$ cat config.mk
export PLATFORM = sky130hd
export DESIGN_NAME = mux_scan_serializer_flat
export DESIGN_NICKNAME = d
export VERILOG_FILES = /design/src/rtl/mux_scan_serializer_if.sv /design/src/rtl/mux_scan_serializer.sv /design/src/flat_wrapper.sv
export SDC_FILE = /design/constraint.sdc
export NUM_CORES = 1
export LEC_CHECK = 0
export ABC_AREA = 1
export CAP_MARGIN = 0
export CORE_AREA = 5 5 95 97
export DETAILED_ROUTE_END_ITERATION = 6
export DIE_AREA = 0 0 100 102
export GPL_ROUTABILITY_DRIVEN = 1
export PLACE_DENSITY = 0.77
export SYNTH_ARGS = -nofsm -noshare
export SYNTH_HDL_FRONTEND = slang
export SYNTH_SLANG_ARGS = --single-unit
export TNS_END_PERCENT = 20
$ cat constraint.sdc
create_clock -name clk -period 1.18 [get_ports clk]
set_input_delay 0.118 -clock clk [delete_from_list [all_inputs] [get_ports clk]]
set_output_delay 0.118 -clock clk [all_outputs]
set_load 0.01 [all_outputs]
$ cat src/rtl/mux_scan_serializer_if.sv
// rtl/mux_scan_serializer_if.sv - word-in / bit-out handshake bundle for mux_scan_serializer
//
// Purpose: groups the parallel input port and the serial output port of the
// serializer so producer/consumer and serializer connect through one handle.
//
// Signals:
//   in_valid   producer -> serializer   in_data is valid
//   in_ready   serializer -> producer   serializer can take a word
//   in_data    producer -> serializer   WIDTH-bit parallel word
//   out_valid  serializer -> consumer   out_bit is valid
//   out_ready  consumer -> serializer   consumer takes out_bit this cycle
//   out_bit    serializer -> consumer   current serial bit
//   out_last   serializer -> consumer   marks the final bit of the word
//
// Modports:
//   master  producer/consumer side (drives in_valid, in_data, out_ready)
//   slave   serializer side
interface mux_scan_serializer_if #(
  parameter int WIDTH = 64
);
  logic             in_valid;
  logic             in_ready;
  logic [WIDTH-1:0] in_data;
  logic             out_valid;
  logic             out_ready;
  logic             out_bit;
  logic             out_last;

  modport master (
    output in_valid, in_data, out_ready,
    input  in_ready, out_valid, out_bit, out_last
  );

  modport slave (
    input  in_valid, in_data, out_ready,
    output in_ready, out_valid, out_bit, out_last
  );
endinterface

$ cat src/rtl/mux_scan_serializer.sv
// rtl/mux_scan_serializer.sv - parallel-to-serial converter driving a WIDTH:1 bit mux select
//
// Purpose: latches one WIDTH-bit word, then walks the mux select from 0 to
// WIDTH-1 emitting one bit per accepted serial beat, LSB first.
//
// muxer64 ports:
//   in_i   WIDTH  mux data inputs
//   sel_i  SEL_W  select
//   q_o    1      in_i[sel_i]
//
// mux_scan_serializer ports:
//   clk    1      rising-edge clock
//   rst_n  1      asynchronous active-low reset
//   flush  1      synchronous abort back to IDLE (word_q kept)
//   bus    slave  in_valid/in_ready/in_data, out_valid/out_ready/out_bit/out_last
//   sel    SEL_W  current mux select (debug/checking)
//   busy   1      high while shifting a word out

module muxer64 #(
  parameter int WIDTH = 64,
  parameter int SEL_W = $clog2(WIDTH)
) (
  input  logic [WIDTH-1:0] in_i,
  input  logic [SEL_W-1:0] sel_i,
  output logic             q_o
);
  assign q_o = in_i[sel_i];
endmodule

module mux_scan_serializer #(
  parameter int WIDTH = 64,
  parameter int SEL_W = $clog2(WIDTH)
) (
  input  logic                        clk,
  input  logic                        rst_n,
  input  logic                        flush,
  mux_scan_serializer_if.slave        bus,
  output logic [SEL_W-1:0]            sel,
  output logic                        busy
);

  typedef enum logic {
    IDLE  = 1'b0,
    SHIFT = 1'b1
  } state_e;

  // Terminal count compared explicitly so the counter never relies on wrap.
  localparam logic [SEL_W-1:0] LAST_SEL = SEL_W'(WIDTH - 1);

  state_e           state_q, state_d;
  logic [SEL_W-1:0] sel_q, sel_d;
  logic [WIDTH-1:0] word_q, word_d;

  logic in_fire;
  logic beat;

  always_ff @(posedge clk or negedge rst_n) begin
    if (!rst_n) begin
      state_q <= IDLE;
      sel_q   <= '0;
      word_q  <= '0;
    end else begin
      state_q <= state_d;
      sel_q   <= sel_d;
      word_q  <= word_d;
    end
  end

  // Handshake outputs depend on the registered state only, so an async
  // reset forces them to their idle values without a clock edge.
  assign bus.in_ready  = (state_q == IDLE);
  assign bus.out_valid = (state_q == SHIFT);
  assign bus.out_last  = (state_q == SHIFT) && (sel_q == LAST_SEL);
  assign busy          = (state_q == SHIFT);
  assign sel           = sel_q;

  assign in_fire = bus.in_valid && bus.in_ready;
  assign beat    = bus.out_valid && bus.out_ready;

  always_comb begin
    state_d = state_q;
    sel_d   = sel_q;
    word_d  = word_q;

    // flush wins over both a beat and an input accept; word_q is left alone.
    if (flush) begin
      state_d = IDLE;
      sel_d   = '0;
    end else begin
      unique case (state_q)
        IDLE: begin
          if (in_fire) begin
            word_d  = bus.in_data;
            sel_d   = '0;
            state_d = SHIFT;
          end
        end
        SHIFT: begin
          if (beat) begin
            if (sel_q == LAST_SEL) begin
              sel_d   = '0;
              state_d = IDLE;
            end else begin
              sel_d = sel_q + SEL_W'(1);
            end
          end
        end
        default: begin
          state_d = IDLE;
          sel_d   = '0;
        end
      endcase
    end
  end

  muxer64 #(
    .WIDTH (WIDTH),
    .SEL_W (SEL_W)
  ) u_mux (
    .in_i  (word_q),
    .sel_i (sel_q),
    .q_o   (bus.out_bit)
  );

endmodule
$ cat src/flat_wrapper.sv
// flat-port wrapper written by rule: the top's interface ports become plain ports
module mux_scan_serializer_flat 
#(
  parameter int WIDTH = 64,
  parameter int SEL_W = $clog2(WIDTH)
)
  (clk, rst_n, flush, sel, busy, bus_in_valid, bus_in_data, bus_out_ready, bus_in_ready, bus_out_valid, bus_out_bit, bus_out_last);
  mux_scan_serializer_if #(.WIDTH(WIDTH)) bus_i ();
  input  logic clk;
  input  logic rst_n;
  input  logic flush;
  output logic [SEL_W-1:0] sel;
  output logic busy;
  input wire logic [$bits(bus_i.in_valid)-1:0] bus_in_valid;
  input wire logic [$bits(bus_i.in_data)-1:0] bus_in_data;
  input wire logic [$bits(bus_i.out_ready)-1:0] bus_out_ready;
  output wire logic [$bits(bus_i.in_ready)-1:0] bus_in_ready;
  output wire logic [$bits(bus_i.out_valid)-1:0] bus_out_valid;
  output wire logic [$bits(bus_i.out_bit)-1:0] bus_out_bit;
  output wire logic [$bits(bus_i.out_last)-1:0] bus_out_last;
  assign bus_i.in_valid = bus_in_valid;
  assign bus_i.in_data = bus_in_data;
  assign bus_i.out_ready = bus_out_ready;
  assign bus_in_ready = bus_i.in_ready;
  assign bus_out_valid = bus_i.out_valid;
  assign bus_out_bit = bus_i.out_bit;
  assign bus_out_last = bus_i.out_last;
  mux_scan_serializer #(.WIDTH(WIDTH), .SEL_W(SEL_W)) u_core (.clk(clk), .rst_n(rst_n), .flush(flush), .bus(bus_i), .sel(sel), .busy(busy));
endmodule
======== Word level (Yosys, flattened, before mapping) ========
Cells that the tools add are included.
storage, ports and cells
  output and inout bits ................... 11
  register bits ........................... 71
  bits of input ports ..................... 69
  logic and storage cells ................. 27
operators by class
  eq/ne operators ......................... 3
  reductions and logical operators ........ 5
  $add $sub $neg .......................... 1
  multiplexer cells ....................... 12
  $lt $le $gt $ge ......................... 1
  bitwise gates (word level) .............. 2
operators by type and width
  kind                 number
  $mux 6               4
  $pmux 6 s2           1
  $lt 6x7->1 const B   1
  $add 6x1->6 const B  1
  $bmux 1 s6           1
  $eq 6x6->1 const B   1
  $ne 3x3->1 const B   2
  $mux 1               5
  $logic_and 1x1->1    3
  $reduce_and 3->1     1
  $not 1->1            2
  $pmux 1 s2           1
  $reduce_and 2->1     1

======== Logic depth before layout (Yosys ltp) ========
Gate-level depths: netlist of run 1.
  depth after elaboration ................. 5
  mapped depth ............................ 11

======== Hierarchy ========
A second synthesis of run 1 with hierarchy kept.
unflattened totals
  cells, all modules ...................... 486
  area, all modules ....................... 4047.6 um^2
modules (own cells, without submodules)
  module               area each (um^2)  times used  sequential area each (um^2)  cells an instance
  mux_scan_serializer  3350.7            1           1776.7                       334
  muxer64              696.9             1           0.0                          152

======== Worst setup path before layout of run 1 ========
OpenSTA, ideal clock, no wires.
  kind .................................... register to output
  start ................................... reg u_core.sel_q[0], in the netlist u_core.sel[0]
  end ..................................... out bus_out_bit
  required time ........................... 1.062 ns
  slack ................................... -0.200 ns
  arrival ................................. 1.262 ns
  stages on the path, launching flop included .. 12
  cells stage by stage .................... dfrtp_1 buf_6 buf_6 nand2_1 nand3_1 nand2_1 nand2_1 nand3_1 nand3_1 nand2_1 clkinv_1 nand2_1
on the way
  longest elaborated chain between the ends .. 2
ends and longest elaborated chain
  element                       RTL line                   source
  from (decl)                   mux_scan_serializer.sv:51  logic [SEL_W-1:0] sel_q, sel_d;
  from (signal assigned)        mux_scan_serializer.sv:64  sel_q <= sel_d;
  $bmux 1 s6                    mux_scan_serializer.sv:27  assign q_o = in_i[sel_i];
  $mux 1 (not written as such)  mux_scan_serializer.sv:27
  to (decl)                     flat_wrapper.sv:19         output wire logic [$bits(bus_i.out_bit)-1:0] bus_out_bit;
No other way between the ends. The select of a mux whose other input is x is not followed.

======== Worst setup path after layout of run 1 ========
Ends and elaborated chain as after synthesis.

==> flow_summary_export.csv, run 1 <==
group,metric,value,unit
timing,layout_setup_ws,-0.781,ns
worst_setup_path,crit-reg2reg-launch,"u_core.bus.out_valid$_DFF_PN0_",
floorplanning,starting_utilization_of_the_core_area,44.1,%
grt,grt.total_usage,20.8,%
pwr,comb_power_share,30.0,%
pwr,ratio_of_total_power_to_cell_area,1140,nW/um^2
floorplanning,core-area,8050,sq um
timing,timing_hold_violations_final,0,
final_layout,finalNetCount,689,
final_layout,insertedDiodeCount,0,
cts,tritoncts,"done",
cts,cts.clk_slew.worst_paths,0.07,ns
synthesis,synth_warnings,0,
worst_setup_path,arrival,1.84,ns
timing,rsz0062_at_grt,"yes",
timing,timing.slew.headroom,65.7,%
pwr,power_report.internal_total,4.85,mW
timing,fin_worst_hold_slack,0.331,ns
hold_path,hold_path_class,"in -> async",
cts,clock_sinks,71,
outcome,violations,"setup timing",
timing,final_clock_skew,0.00482,ns
pwr,power.share.switching,28.8,%
worst_setup_path,launch_point_of_the_worst_path,"u_core.sel[0]$_DFFE_PN0P_",
timing,fin_crit_share,166,%
cts,clkLatencyLatePin,0.35,ns
worst_setup_path,critPathCaptureType,"output port",
pwr,irDropWorstVdd,0.739,mV
detailed_routing,num_vias,3719,
grt,overflow,0,
detailed_routing,first_pass_iters,5,
cts,clock_path_buffers,2,
floorplanning,die_area,10200,sq um
timing,finalMaxSlewViolations,0,
cts,clock_tree.root_cell,"sky130_fd_sc_hd__clkbuf_8",
pwr,p_sw,1.96,mW
timing,fin_tns_setup,-18.41,ns
timing,finalSetupViolations,79,
detailed_routing,routed_wl,11700,um
synthesis,post_synth_instance_area,3550,sq um
pwr,proportion_of_power_drawn_by_the_clock_network,26.4,%
cts,cts_htree_levels,3,
timing,timing_worst_slew_pin_value,0.510,ns
detailed_routing,average_via_count_per_standard_cell,5.11,
pwr,static-leakage-power,2.88,nW
job,drv_cap,0,
final_layout,fillerInstances,538,
worst_setup_path,worst_ep_required_time,1.06,ns
synthesis,seq_area_frac_synth,50.0,%
worst_setup_path,cp_max_fo,11,
synthesis,synth_cells,448,
synthesis,yosysUniqueCellTypes,24,
timing,timing.fmax,510,MHz
floorplanning,horizontal_die_dimension,100,um
outcome,run_status,"finished, violations left",
placement,placement.io_buffers,79,
grt,first_global_vias,3790,
final_layout,drive_gt1_share,35.5,%
cts,cts_made_buffers,9,
final_layout,area_growth,67.7,%
detailed_routing,post_drt_wl_per_cell,16.1,um
worst_setup_path,setup.worst_path.start_class,"flip-flop",
grt,antenna_found_initial,0,
detailed_routing,drt_iter0_drc,159,
synthesis,ys_ff_latch,71,
grt,grt_start_max_net_pins,72,
worst_setup_path,worstRegToRegCells,7,
worst_setup_path,crit_type,"reg -> out",
detailed_routing,detail_route.drc_violations,0,
placement,gp_congestion,0.877,
floorplanning,die-height,102,um
synthesis,synth_area_per_cell,7.93,sq um
detailed_routing,antenna_left,0,
pwr,seqPwrFrac,43.6,%
placement,dpl.hpwl,7090,um
synthesis,synth_nets,518,
grt,global_route_wire_length_before_repair,16800,um
floorplanning,io_pins,80,
floorplanning,placement_rows,33,
timing,layout_min_cycle_time,1.96,ns
final_layout,post-route-util,74.0,%
[synth_stat cells]
cell type | n | area (sq um)
sky130_fd_sc_hd__mux2_1 | 6 | 67.6
sky130_fd_sc_hd__o221ai_1 | 1 | 8.76
sky130_fd_sc_hd__o211ai_1 | 1 | 7.51
sky130_fd_sc_hd__o22ai_1 | 1 | 6.26
sky130_fd_sc_hd__inv_1 | 64 | 240
sky130_fd_sc_hd__nand2_1 | 79 | 297
sky130_fd_sc_hd__nor4_1 | 1 | 6.26
sky130_fd_sc_hd__o21ai_0 | 5 | 25.0
sky130_fd_sc_hd__clkbuf_1 | 1 | 3.75
sky130_fd_sc_hd__nand3_1 | 46 | 230
sky130_fd_sc_hd__inv_2 | 2 | 7.51
sky130_fd_sc_hd__nor2_1 | 77 | 289
sky130_fd_sc_hd__nand2_2 | 1 | 6.26
sky130_fd_sc_hd__clkinv_1 | 1 | 3.75
sky130_fd_sc_hd__buf_4 | 11 | 82.6
sky130_fd_sc_hd__a21oi_1 | 50 | 250
sky130_fd_sc_hd__buf_6 | 3 | 33.8
sky130_fd_sc_hd__buf_2 | 9 | 45.0
sky130_fd_sc_hd__nor3_1 | 1 | 5.00
sky130_fd_sc_hd__o21ai_1 | 1 | 5.00
sky130_fd_sc_hd__mux2_2 | 10 | 113
sky130_fd_sc_hd__ha_1 | 1 | 12.5
sky130_fd_sc_hd__or2_1 | 5 | 31.3
sky130_fd_sc_hd__dfrtp_1 | 71 | 1780
[metrics by stage]
stage | setup WS (ns) | area, sq um | std cells | power (mW)
floorplan | -0.163 | 3600 | 448 | 3.78
finish | -0.781 | 5960 | 728 | 6.81
CTS | -0.715 | 5510 | 717 | 6.56
global placement | -0.761 | 5040 | 691 | 4.63
global route | -0.859 | 5960 | 728 | 7.13
detailed placement | -0.749 | 5040 | 691 | 4.69
[power by group through the flow]
stage	sequential (mW)	combinational (mW)	clock, mW
final	2.97	2.04	1.79
after global routing	2.99	2.23	1.91
after CTS	2.96	1.80	1.80
after detailed placement	3.00	1.69	0
after global placement	2.98	1.64	0
after floorplan	2.95	0.836	0
[per-layer routing]
| layer | global-route usage [%] | part of all wire [%] | vias to the layer above |
|---|---|---|---|
| li1 | - | - | 1734 |
| met1 | 23.5 | 37 | 1784 |
| met2 | 36.2 | 53 | 165 |
| met3 | 6.21 | 6.6 | 36 |
| met4 | 9.74 | 3.6 | 0 |
| met5 | 0 | 0 | - |
[registers in the layout, summed over array words and instances, names as in the netlist]
| signal | flops |
|---|---|
| u_core.word_q | 64 |
| u_core.sel | 6 |
| u_core.bus.out_valid | 1 |
[cells in the final DEF, fill, tap and decap left out, types with 7 or more instances in the layout]
master and instances:
sky130_fd_sc_hd__dfrtp_1 69, sky130_fd_sc_hd__clkdlybuf4s50_1 67, sky130_fd_sc_hd__nor2_1 29, sky130_fd_sc_hd__buf_6 27
sky130_fd_sc_hd__mux2_2 10, sky130_fd_sc_hd__inv_1 62, sky130_fd_sc_hd__nand3_1 44, sky130_fd_sc_hd__buf_4 67
sky130_fd_sc_hd__clkbuf_8 12, sky130_fd_sc_hd__a21oi_2 11, sky130_fd_sc_hd__nor2_4 20, sky130_fd_sc_hd__a21oi_1 38
sky130_fd_sc_hd__clkbuf_16 7, sky130_fd_sc_hd__nand2_1 75, sky130_fd_sc_hd__nor2_2 28
[cell type report]
| cell class | instances | area, sq um | share of cell area [%] |
|---|---|---|---|
| clock buffers | 15 | 176 | 2.96 |
| inverters | 67 | 263 | 4.41 |
| multi-input cells | 286 | 1740 | 29.2 |
| flip-flops and latches | 71 | 1780 | 29.8 |
| well taps | 105 | 131 | 2.20 |
| repair buffers | 184 | 1870 | 31.3 |
[final timing paths]
kind / endpoint / slack (ns)
max: bus_out_bit / -0.78
min: u_core.word_q[24]$_DFFE_PN0P_ / 0.33
max reg2reg: u_core.sel[5]$_DFFE_PN0P_ / -0.56
min reg2reg: u_core.word_q[52]$_DFFE_PN0P_ / 0.51
max in group asynchronous: u_core.bus.out_valid$_DFF_PN0_ / 0.55
min in group clk: u_core.word_q[13]$_DFFE_PN0P_ / 0.36
[critical path, cell delays in order, from the launching register on]
cell	delay [ns]
sky130_fd_sc_hd__dfrtp_2	0.47
sky130_fd_sc_hd__inv_2	0.07
sky130_fd_sc_hd__buf_8	0.14
sky130_fd_sc_hd__o211ai_1	0.20
sky130_fd_sc_hd__nand3_1	0.13
sky130_fd_sc_hd__nand3_1	0.09
sky130_fd_sc_hd__nand3_1	0.10
sky130_fd_sc_hd__nand3_2	0.10
sky130_fd_sc_hd__nand2_2	0.06
sky130_fd_sc_hd__buf_6	0.12
[what timing repair did]
| action | 4_1_cts | 5_1_grt |
|---|---|---|
| hold buffers | 1 | 0 |
| hold endpoints to repair | 71 | 0 |
| setup endpoints to repair | 76 | 80 |
| buffers inserted | 11 | 5 |
| pin swaps | 12 | 6 |
| resized for setup | 122 | 63 |
| gates cloned | 0 | 7 |
[kinds of logic after synthesis]
family	count (synthesis)	synth area share, %
compound gates	59	8.52
fa+ha+maj	1	0.352
buf+inv	91	11.7
flops	71	50.0
mux	16	5.07
simple gates	210	24.3
No activity file was read; power rests on OpenSTA's default activity.
==> inputs of run 2 (changes only) <==
--- a/config.mk
+++ b/config.mk
@@ -8,10 +8,13 @@
 export ABC_AREA = 1
 export CAP_MARGIN = 0
 export CORE_AREA = 5 5 95 97
+export CTS_BUF_LIST = sky130_fd_sc_hd__clkbuf_2 sky130_fd_sc_hd__clkbuf_4 sky130_fd_sc_hd__clkbuf_8
 export DETAILED_ROUTE_END_ITERATION = 6
 export DIE_AREA = 0 0 100 102
+export DONT_BUFFER_PORTS = 1
 export GPL_ROUTABILITY_DRIVEN = 1
-export PLACE_DENSITY = 0.77
+export PLACE_DENSITY = 0.63
+export RECOVER_POWER = 100
 export SYNTH_ARGS = -nofsm -noshare
 export SYNTH_HDL_FRONTEND = slang
 export SYNTH_SLANG_ARGS = --single-unit
==> run 2 against run 1 <==
Against the previous run:
- the run ends with hold timing, setup timing left
- sequential share of layout area increased by 3.9 points
- setup slack improved by 0.17 ns
- combinational power decreased by 26%
- final cell count decreased by 8.8%
- fmax increased by 9.7%
==> flow_summary_export.csv, run 2 (synthesis results as in run 1) <==
group,metric,value,unit
outcome,run_status,"finished, violations left",
outcome,violations,"hold timing, setup timing",
grt,grt.met3_usage,4.57,%
detailed_routing,post_drt_wl_per_cell,15.2,um
worst_setup_path,setup.worst_path.start_class,"flip-flop",
timing,finalSetupViolations,70,
floorplanning,io_pins,80,
pwr,irDropWorstVdd,0.775,mV
floorplanning,horizontal_die_dimension,100,um
placement,gp_congestion,0.841,
floorplanning,core-area,8050,sq um
placement,placement.io_buffers,0,
worst_setup_path,cp_max_fo,24,
timing,timing_worst_slew_pin_value,0.285,ns
detailed_routing,average_via_count_per_standard_cell,4.91,
timing,timing.slew.headroom,80.8,%
timing,final_clock_skew,0.0143,ns
timing,rsz0062_at_grt,"yes",
worst_setup_path,arrival,1.67,ns
cts,clock_sinks,71,
timing,layout_setup_ws,-0.608,ns
cts,cts_made_buffers,9,
job,drv_cap,0,
floorplanning,starting_utilization_of_the_core_area,44.1,%
worst_setup_path,critPathCaptureType,"output port",
final_layout,number_of_flip_flops_in_the_largest_register,64,
grt,overflow,0,
detailed_routing,detail_route.drc_violations,0,
worst_setup_path,worst_ep_required_time,1.06,ns
cts,clock_tree.root_cell,"sky130_fd_sc_hd__clkbuf_8",
timing,layout_min_cycle_time,1.79,ns
cts,cts_htree_levels,3,
worst_setup_path,cp_top_family,"simple AND/OR/NAND/NOR gates",
worst_setup_path,timing.critical_path.buf_inv,1,
timing,timing.fmax,559,MHz
detailed_routing,routed_wl,10100,um
worst_setup_path,cell_chain_of_the_critical_path,"buf_12 > or2_1 > nand3_1 > nand3_1 > nand3_1 > nand3_1 > nand3_2 > nand2_2",
grt,global_route_wire_length_before_repair,15700,um
grt,grt.total_usage,19.5,%
pwr,ratio_of_total_power_to_cell_area,1210,nW/um^2
cts,tritoncts,"done",
final_layout,layout.cells.most_common,"sky130_fd_sc_hd__nand2_1",
final_layout,drive_gt1_share,25.6,%
final_layout,layout.cells.most_common_list,"76 x sky130_fd_sc_hd__nand2_1, 69 x sky130_fd_sc_hd__dfrtp_1, 66 x sky130_fd_sc_hd__dlygate4sd3_1, 62 x sky130_fd_sc_hd__inv_1, 54 x sky130_fd_sc_hd__nor2_1",
worst_setup_path,crit_type,"reg -> out",
detailed_routing,first_pass_iters,4,
worst_setup_path,critical_path.max_stage_delay,0.45,ns
hold_path,hold_path_class,"in -> async",
detailed_routing,antenna_left,0,
detailed_routing,drt_iter0_drc,106,
final_layout,regMostFlops,"u_core.word_q",
floorplanning,die-height,102,um
final_layout,insertedDiodeCount,0,
cts,ctsHoldBuffers,66,
grt,grt_use_met1,23.2,%
timing,fin_crit_share,151,%
timing,timing_hold_violations_final,71,
final_layout,finalNetCount,625,
grt,antenna_found_initial,0,
floorplanning,placement_rows,33,
cts,clock_path_buffers,2,
pwr,static-leakage-power,2.54,nW
worst_setup_path,crit_top_cell,"sky130_fd_sc_hd__nand3_1",
timing,finalMaxSlewViolations,0,
timing,fin_worst_hold_slack,-0.544,ns
cts,cts.clk_slew.worst_paths,0.08,ns
placement,dpl.hpwl,6150,um
grt,met2_use_gr,35.1,%
grt,grt.busiest_layer,"met2",
cts,clkLatencyLatePin,0.34,ns
floorplanning,die_area,10200,sq um
placement,setup_slack_placement,-0.247,ns
final_layout,area_growth,48.3,%
worst_setup_path,cpMaxStageDelayCell,"sky130_fd_sc_hd__dfrtp_2",
grt,grt_start_max_net_pins,72,
detailed_routing,num_vias,3262,
grt,first_global_vias,3401,
[run 2: cell types whose count changed in the layout (fill, tap and decap cells not counted), moves of 6 or more]
cell and change:
sky130_fd_sc_hd__buf_4 -40, sky130_fd_sc_hd__nor2_4 -9, sky130_fd_sc_hd__dlygate4sd3_1 +65, sky130_fd_sc_hd__buf_6 -17
sky130_fd_sc_hd__a21oi_2 +9, sky130_fd_sc_hd__nor2_1 +25, sky130_fd_sc_hd__a21oi_1 -8, sky130_fd_sc_hd__clkbuf_16 -6
sky130_fd_sc_hd__clkdlybuf4s50_1 -67, sky130_fd_sc_hd__nor2_2 -16
[run 2: metrics by stage]
| step | cells | cell area, sq um | util, % | setup TNS (ns) | total power, mW |
|---|---|---|---|---|---|
| floorplan | 448 | 3600 | - | -3.36 | 3.78 |
| global placement | 572 | 3960 | 49.1 | -4.34 | 4.03 |
| detailed placement | 572 | 3960 | 49.1 | -5.96 | 4.08 |
| CTS | 658 | 4990 | 62.0 | -9.39 | 6.22 |
| global route | 664 | 5270 | 65.5 | -12.99 | 6.70 |
| finish | 664 | 5270 | 65.5 | -9.35 | 6.36 |
[run 2: cell type report]
| cell class | count | area, sq um |
|---|---|---|
| clock buffer | 11 | 139 |
| clock inverter | 4 | 47.5 |
| fill | 655 | 2780 |
| inverter | 67 | 258 |
| multi-input combinational | 286 | 1620 |
| sequential | 71 | 1780 |
| tap | 105 | 131 |
| timing repair buffer | 120 | 1290 |
[run 2: worst paths after layout]
kind	startpoint	to	slack (ns)	cells after the start
worst max register to register	u_core.bus.out_valid$_DFF_PN0_	u_core.word_q[40]$_DFFE_PN0P_	-0.23	7
max in group asynchronous	rst_n	u_core.bus.out_valid$_DFF_PN0_	1.61	0
worst min-delay path	rst_n	u_core.word_q[52]$_DFFE_PN0P_	-0.54	0
worst min register to register	u_core.word_q[19]$_DFFE_PN0P_	u_core.word_q[19]$_DFFE_PN0P_	0.52	2
min in group clk	flush	u_core.sel[1]$_DFFE_PN0P_	0.09	5
worst max-delay path	u_core.sel[0]$_DFFE_PN0P_	bus_out_bit	-0.61	8
[run 2: what timing repair did]
item	4_1_cts	5_1_grt
endpoints found under the setup margin	68	76
gates cloned	3	1
hold endpoints to repair	138	71
pin swaps	0	13
gates resized for setup	24	67
buffers inserted	2	5
[run 2: power by group]
| part | internal, mW | switching (mW) |
|---|---|---|
| clock | 1.01 | 0.892 |
| sequential | 2.81 | 0.150 |
| combinational | 0.762 | 0.747 |
| total | 4.57 | 1.79 |
[run 2: routing by layer]
layer	share of wire, %	wire length (um)	vias up
li1	-	-	1615
met1	40	4000	1536
met2	53	5320	90
met3	5.2	527	21
met4	2.5	249	0
met5	0	0	-
[run 2: worst reg2reg max path, delay by kind of cell (launching register included)]
kind / cells / cell delay, ns
muxes: 1 / 0.28
DFF: 1 / 0.44
buffers and inverters: 4 / 0.44
and+or+nand+nor: 2 / 0.15
==> edit 1, RTL diff (config.mk and constraints of run 1) <==
`WIDTH` is set to 64 in 4 places; all go to 32.
--- a/src/rtl/mux_scan_serializer_if.sv
+++ b/src/rtl/mux_scan_serializer_if.sv
@@ -16,7 +16,7 @@
 //   master  producer/consumer side (drives in_valid, in_data, out_ready)
 //   slave   serializer side
 interface mux_scan_serializer_if #(
-  parameter int WIDTH = 64
+  parameter int WIDTH = 32
 );
   logic             in_valid;
   logic             in_ready;
--- a/src/rtl/mux_scan_serializer.sv
+++ b/src/rtl/mux_scan_serializer.sv
@@ -17,7 +17,7 @@
 //   busy   1      high while shifting a word out
 
 module muxer64 #(
-  parameter int WIDTH = 64,
+  parameter int WIDTH = 32,
   parameter int SEL_W = $clog2(WIDTH)
 ) (
   input  logic [WIDTH-1:0] in_i,
@@ -28,7 +28,7 @@
 endmodule
 
 module mux_scan_serializer #(
-  parameter int WIDTH = 64,
+  parameter int WIDTH = 32,
   parameter int SEL_W = $clog2(WIDTH)
 ) (
   input  logic                        clk,
--- a/src/flat_wrapper.sv
+++ b/src/flat_wrapper.sv
@@ -1,7 +1,7 @@
 // flat-port wrapper written by rule: the top's interface ports become plain ports
 module mux_scan_serializer_flat 
 #(
-  parameter int WIDTH = 64,
+  parameter int WIDTH = 32,
   parameter int SEL_W = $clog2(WIDTH)
 )
   (clk, rst_n, flush, sel, busy, bus_in_valid, bus_in_data, bus_out_ready, bus_in_ready, bus_out_valid, bus_out_bit, bus_out_last);
Interface: changed (resized bus_in_data and sel); port bits go from 80 to 47. No check against the original RTL was run, so the function may have changed too.
==> edit 1 against run 1 <==
The flow still finishes with violations (negative setup slack). Sequential cell count fell by 33. First-iteration DRC count fell by 52%. Power fell by 38%. Worst setup slack improved by 0.20 ns. Non-clock buffer count fell by 89. Sequential power fell by 41%. Core utilization fell by 34 points. Worst hold slack got worse by 0.058 ns. Area after synthesis fell by 44%. Synthesized cell count fell by 58%. Final area fell by 46%. Wire length fell by 52%. Clock skew fell by 0.0021 ns. Critical path type unchanged. Critical endpoint unchanged. Largest cell class is now multi-input gates.
==> edit 1: results (changes against run 1) <==
{
  "status": {"value": "complete, but fails checks", "change": "unchanged"},
  "failed_checks": {"value": "negative setup slack", "change": "unchanged"},
  "avgViaCountPerCell": {"value": 4.38, "change": "was 5.11"},
  "io_buffer_count": {"value": 46, "change": "was 79"},
  "post-place-ws": {"value": -0.651, "unit": "ns", "change": "was -0.749 ns"},
  "postCtsResizedCells": {"value": 91, "change": "was 122"},
  "largest_reg_flops": {"value": 32, "change": "was 64"},
  "power.internal": {"value": 3060, "unit": "uW", "change": "was 4850 uW"},
  "timing.final.setup_violations": {"value": 43, "change": "was 79"},
  "grt_first_pass_wirelength": {"value": 9.20, "unit": "mm", "change": "was 16.8 mm"},
  "synthesis.nets": {"value": 225, "change": "was 518"},
  "yosysUniqueCellTypes": {"value": 21, "change": "was 24"},
  "postCtsSetupRepairBufs": {"value": 8, "change": "was 11"},
  "grt_use_met1": {"value": 0.138, "change": "was 0.235"},
  "clock-skew-final": {"value": 0.00269, "unit": "ns", "change": "was 0.00482 ns"},
  "cpPeakStageDelay": {"value": 0.44, "unit": "ns", "change": "was 0.47 ns"},
  "detailroute.wirelength.met2": {"value": 2.85, "unit": "mm", "change": "was 6.17 mm"},
  "post-dp-hpwl": {"value": 3.83, "unit": "mm", "change": "was 7.09 mm"},
  "areaGrowthSynthToFinish": {"value": 63.8, "unit": "%", "change": "was 67.7%"},
  "worst_setup_slack_after_layout": {"value": -0.580, "unit": "ns", "change": "was -0.781 ns"},
  "synth.avg_cell_area": {"value": 10.6, "unit": "sq um", "change": "was 7.93 sq um"},
  "number_of_cells_on_the_worst_reg_to_reg_path": {"value": 10, "change": "was 7"},
  "cts-htree-levels": {"value": 2, "change": "was 3"},
  "total_global_routing_track_utilization": {"value": 0.114, "change": "was 0.208"},
  "arrival": {"value": 1.64, "unit": "ns", "change": "was 1.84 ns"},
  "place.detailed.instances": {"value": 367, "change": "was 691"},
  "seq_area_frac_synth": {"value": 0.481, "change": "was 0.500"}
}
## edit 1: kinds of logic (layout without fill, tap and decap cells)
| kind of cell | Yosys count | in the layout | synth area share |
|---|---|---|---|
| AOI/OAI and AO/OA | 8 | 8 | 0.0215 |
| buffers and inverters | 21 | 115 | 0.0614 |
| xor gates and xnor gates | 1 | 1 | 0.00443 |
| adders and majority gates | 2 | 2 | 0.0127 |
| and+or+nand+nor | 84 | 84 | 0.181 |
| DFF | 38 | 38 | 0.481 |
| muxes | 32 | 32 | 0.237 |
## edit 1: per-stage QoR
step	hold slack (ns)	TNS, ns
after floorplan	-0.178	-2.53
after global placement	0.0285	-11.25
after detailed placement	0.0365	-11.80
after CTS	0.297	-7.43
after global routing	0.328	-10.73
final	0.274	-8.35
## edit 1: area by class of cell
cell class	instances	area, sq um	share of cell area
well taps	105	131	0.0406
repair buffers	95	896	0.277
flip-flops and latches	38	955	0.295
clock inverters	1	30.0	0.00928
inverters	12	60.1	0.0186
clock buffers	7	76.3	0.0236
multi-input cells	127	1090	0.336
==> edit 2, RTL diff (flow settings as in run 1) <==
Without the edit above. `word_q` no longer has a reset.
--- a/src/rtl/mux_scan_serializer.sv
+++ b/src/rtl/mux_scan_serializer.sv
@@ -58,12 +58,14 @@
     if (!rst_n) begin
       state_q <= IDLE;
       sel_q   <= '0;
-      word_q  <= '0;
     end else begin
       state_q <= state_d;
       sel_q   <= sel_d;
-      word_q  <= word_d;
     end
+  end
+
+  always_ff @(posedge clk) begin
+    word_q <= word_d;
   end
 
   // Handshake outputs depend on the registered state only, so an async
Check against the original RTL: not equivalent (Yosys sat finds a counterexample within 4 cycles, from zero or initial values and one cycle with rst_n low).
==> edit 2 against run 1 <==
The flow still finishes with violations (negative setup slack). Wire length shrank 28%. Maximum frequency shrank 5.7%. Worst setup slack lost 0.12 ns. Final area shrank 20%. Core utilization shrank 15 points. Clock skew grew 0.0048 ns. Sequential cell count is the same. Area after synthesis shrank 12%. Sequential share of layout area grew 14 points. Global-route usage shrank 5.3 points. Final cell count shrank 26%. First-iteration DRC count grew 51%. Largest cell class is now flip-flops and latches.
Power is not compared: it rests on default switching activity, and its combinational part moved more than twofold at a synthesized area within 25%.
==> edit 2: results (changes against run 1) <==
{
  "post-dp-hpwl": {"value": 5.30, "unit": "mm", "change": "was 7.09 mm"},
  "grt_first_pass_wirelength": {"value": 12.1, "unit": "mm", "change": "was 16.8 mm"},
  "cpPeakStageDelay": {"value": 0.51, "unit": "ns", "change": "was 0.47 ns"},
  "post_cts_hold_buffer_count": {"value": 0, "change": "was 1"},
  "initialDrtViolationCount": {"value": 240, "change": "was 159"},
  "worst_setup_slack_after_layout": {"value": -0.899, "unit": "ns", "change": "was -0.781 ns"},
  "drtPass1Iterations": {"value": 4, "change": "was 5"},
  "synth_area_leaders": {"value": "sky130_fd_sc_hd__edfxtp_1 62%, sky130_fd_sc_hd__nand2_1 13%, sky130_fd_sc_hd__nand3_1 6.1%", "change": "was sky130_fd_sc_hd__dfrtp_1 50%, sky130_fd_sc_hd__nand2_1 8.3%, sky130_fd_sc_hd__nor2_1 8.1%"},
  "seq_area_frac_synth": {"value": 0.672, "change": "was 0.500"},
  "synthesis.nets": {"value": 373, "change": "was 518"},
  "status": {"value": "complete, but fails checks", "change": "unchanged"},
  "yosys-top-cells-count": {"value": "109 x sky130_fd_sc_hd__nand2_1, 64 x sky130_fd_sc_hd__edfxtp_1, 40 x sky130_fd_sc_hd__inv_1", "change": "was 79 x sky130_fd_sc_hd__nand2_1, 77 x sky130_fd_sc_hd__nor2_1, 71 x sky130_fd_sc_hd__dfrtp_1"},
  "timing.final.setup_violations": {"value": 79, "change": "unchanged"},
  "most_common_flop_cell_mapped_by_yosys": {"value": "sky130_fd_sc_hd__edfxtp_1", "change": "was sky130_fd_sc_hd__dfrtp_1"},
  "r2r_start": {"value": "u_core.sel[0]", "change": "was u_core.bus.out_valid"},
  "max_slew_margin": {"value": 0.743, "change": "was 0.657"},
  "timing.reg2reg.setup_slack": {"value": -0.43, "unit": "ns", "change": "was -0.56 ns"},
  "crit_slowest_cell": {"value": "sky130_fd_sc_hd__dfrtp_4", "change": "was sky130_fd_sc_hd__dfrtp_2"},
  "power.internal_uw": 4070,
  "fillers": {"value": 640, "change": "was 538"},
  "synth-async-reset-ratio": {"value": 0.0986, "change": "was 1.00"},
  "final_nets": {"value": 499, "change": "was 689"},
  "drive_gt1_frac": {"value": 0.240, "change": "was 0.355"},
  "synth-edff-count": {"value": 64, "change": "was 0"},
  "yosysUniqueCellTypes": {"value": 21, "change": "was 24"},
  "largest_net_degree_at_the_start_of_global_routing": {"value": 39, "change": "was 72"},
  "failed_checks": {"value": "negative setup slack", "change": "unchanged"},
  "gp_congestion": {"value": 0.876, "change": "was 0.877"},
  "wirelength": {"value": 8.46, "unit": "mm", "change": "was 11.7 mm"}
}
==> edit 2: cell count changes after synthesis, moves of 8 or more <==
cell and change:
sky130_fd_sc_hd__nor2_1 -66, sky130_fd_sc_hd__dfrtp_1 -64, sky130_fd_sc_hd__edfxtp_1 +64, sky130_fd_sc_hd__a21oi_1 -44, sky130_fd_sc_hd__nand2_1 +30, sky130_fd_sc_hd__inv_1 -24, sky130_fd_sc_hd__mux2_2 -10, sky130_fd_sc_hd__buf_2 -9
sky130_fd_sc_hd__nand3_1 -8
==> edit 2: path summary, 6_finish.rpt <==
kind / to / cells after the start
min: u_core.sel[5] / 1
min in group clk: u_core.word_q[3] / 1
max in group asynchronous: u_core.sel[0] / 1
max reg2reg: u_core.sel[5] / 9
min reg2reg: u_core.sel[5] / 3
max: bus_out_bit / 11
==> edit 2: routing by layer <==
| metal | up-vias | track usage | share of wire |
|---|---|---|---|
| met4 | 0 | 0.0528 | 0.011 |
| li1 | 1246 | - | - |
| met3 | 11 | 0.0608 | 0.072 |
| met2 | 104 | 0.259 | 0.53 |
| met1 | 1231 | 0.184 | 0.39 |
| met5 | - | 0 | 0 |
==> edit 2: final cells by class <==
cell class | count | area [sq um] | share of cell area
Multi-Input combinational cell | 177 | 851 | 0.178
Tap cell | 105 | 131 | 0.0274
Timing Repair Buffer | 123 | 1320 | 0.276
Timing Repair inverter | 2 | 25.0 | 0.00522
Inverter | 45 | 184 | 0.0384
Sequential cell | 71 | 2110 | 0.440
Clock buffer | 10 | 128 | 0.0266
Clock inverter | 6 | 45.0 | 0.00940
==> edit 2: through the flow <==
step	cells	TNS, ns	hold slack [ns]	instance area [sq um]	worst slack [ns]
2_1_floorplan	303	-82.67	-0.178	3130	-1.28
3_3_place_gp	504	-24.98	0.401	4190	-0.733
3_5_place_dp	504	-26.03	0.412	4190	-0.785
4_1_cts	529	-16.38	0.0320	4510	-0.799
5_1_grt	539	-20.44	0.0549	4790	-1.03
6_report	539	-17.19	0.0517	4790	-0.899
==> edit 2: cells by family after synthesis <==
kind of cell    synth area share
buf+inv                   0.0858
compound gates            0.0249
flops                      0.672
fa+ha+maj                0.00401
simple gates               0.213
==> edit 2: power groups by stage <==
stage / logic, uW / clock network (uW) / registers (uW)
after floorplan: 270 / 0 / 2940
after global placement: 600 / 0 / 2940
after detailed placement: 614 / 0 / 2940
after CTS: 668 / 1740 / 2890
after global routing: 869 / 1850 / 2890
final: 806 / 1700 / 2880
==> edit 2: what timing repair did <==
action / CTS / global route
setup buffers: 7 / 5
gates cloned: 3 / 6
pin swaps: 8 / 14
endpoints found under the setup margin: 82 / 82
resized for setup: 78 / 35
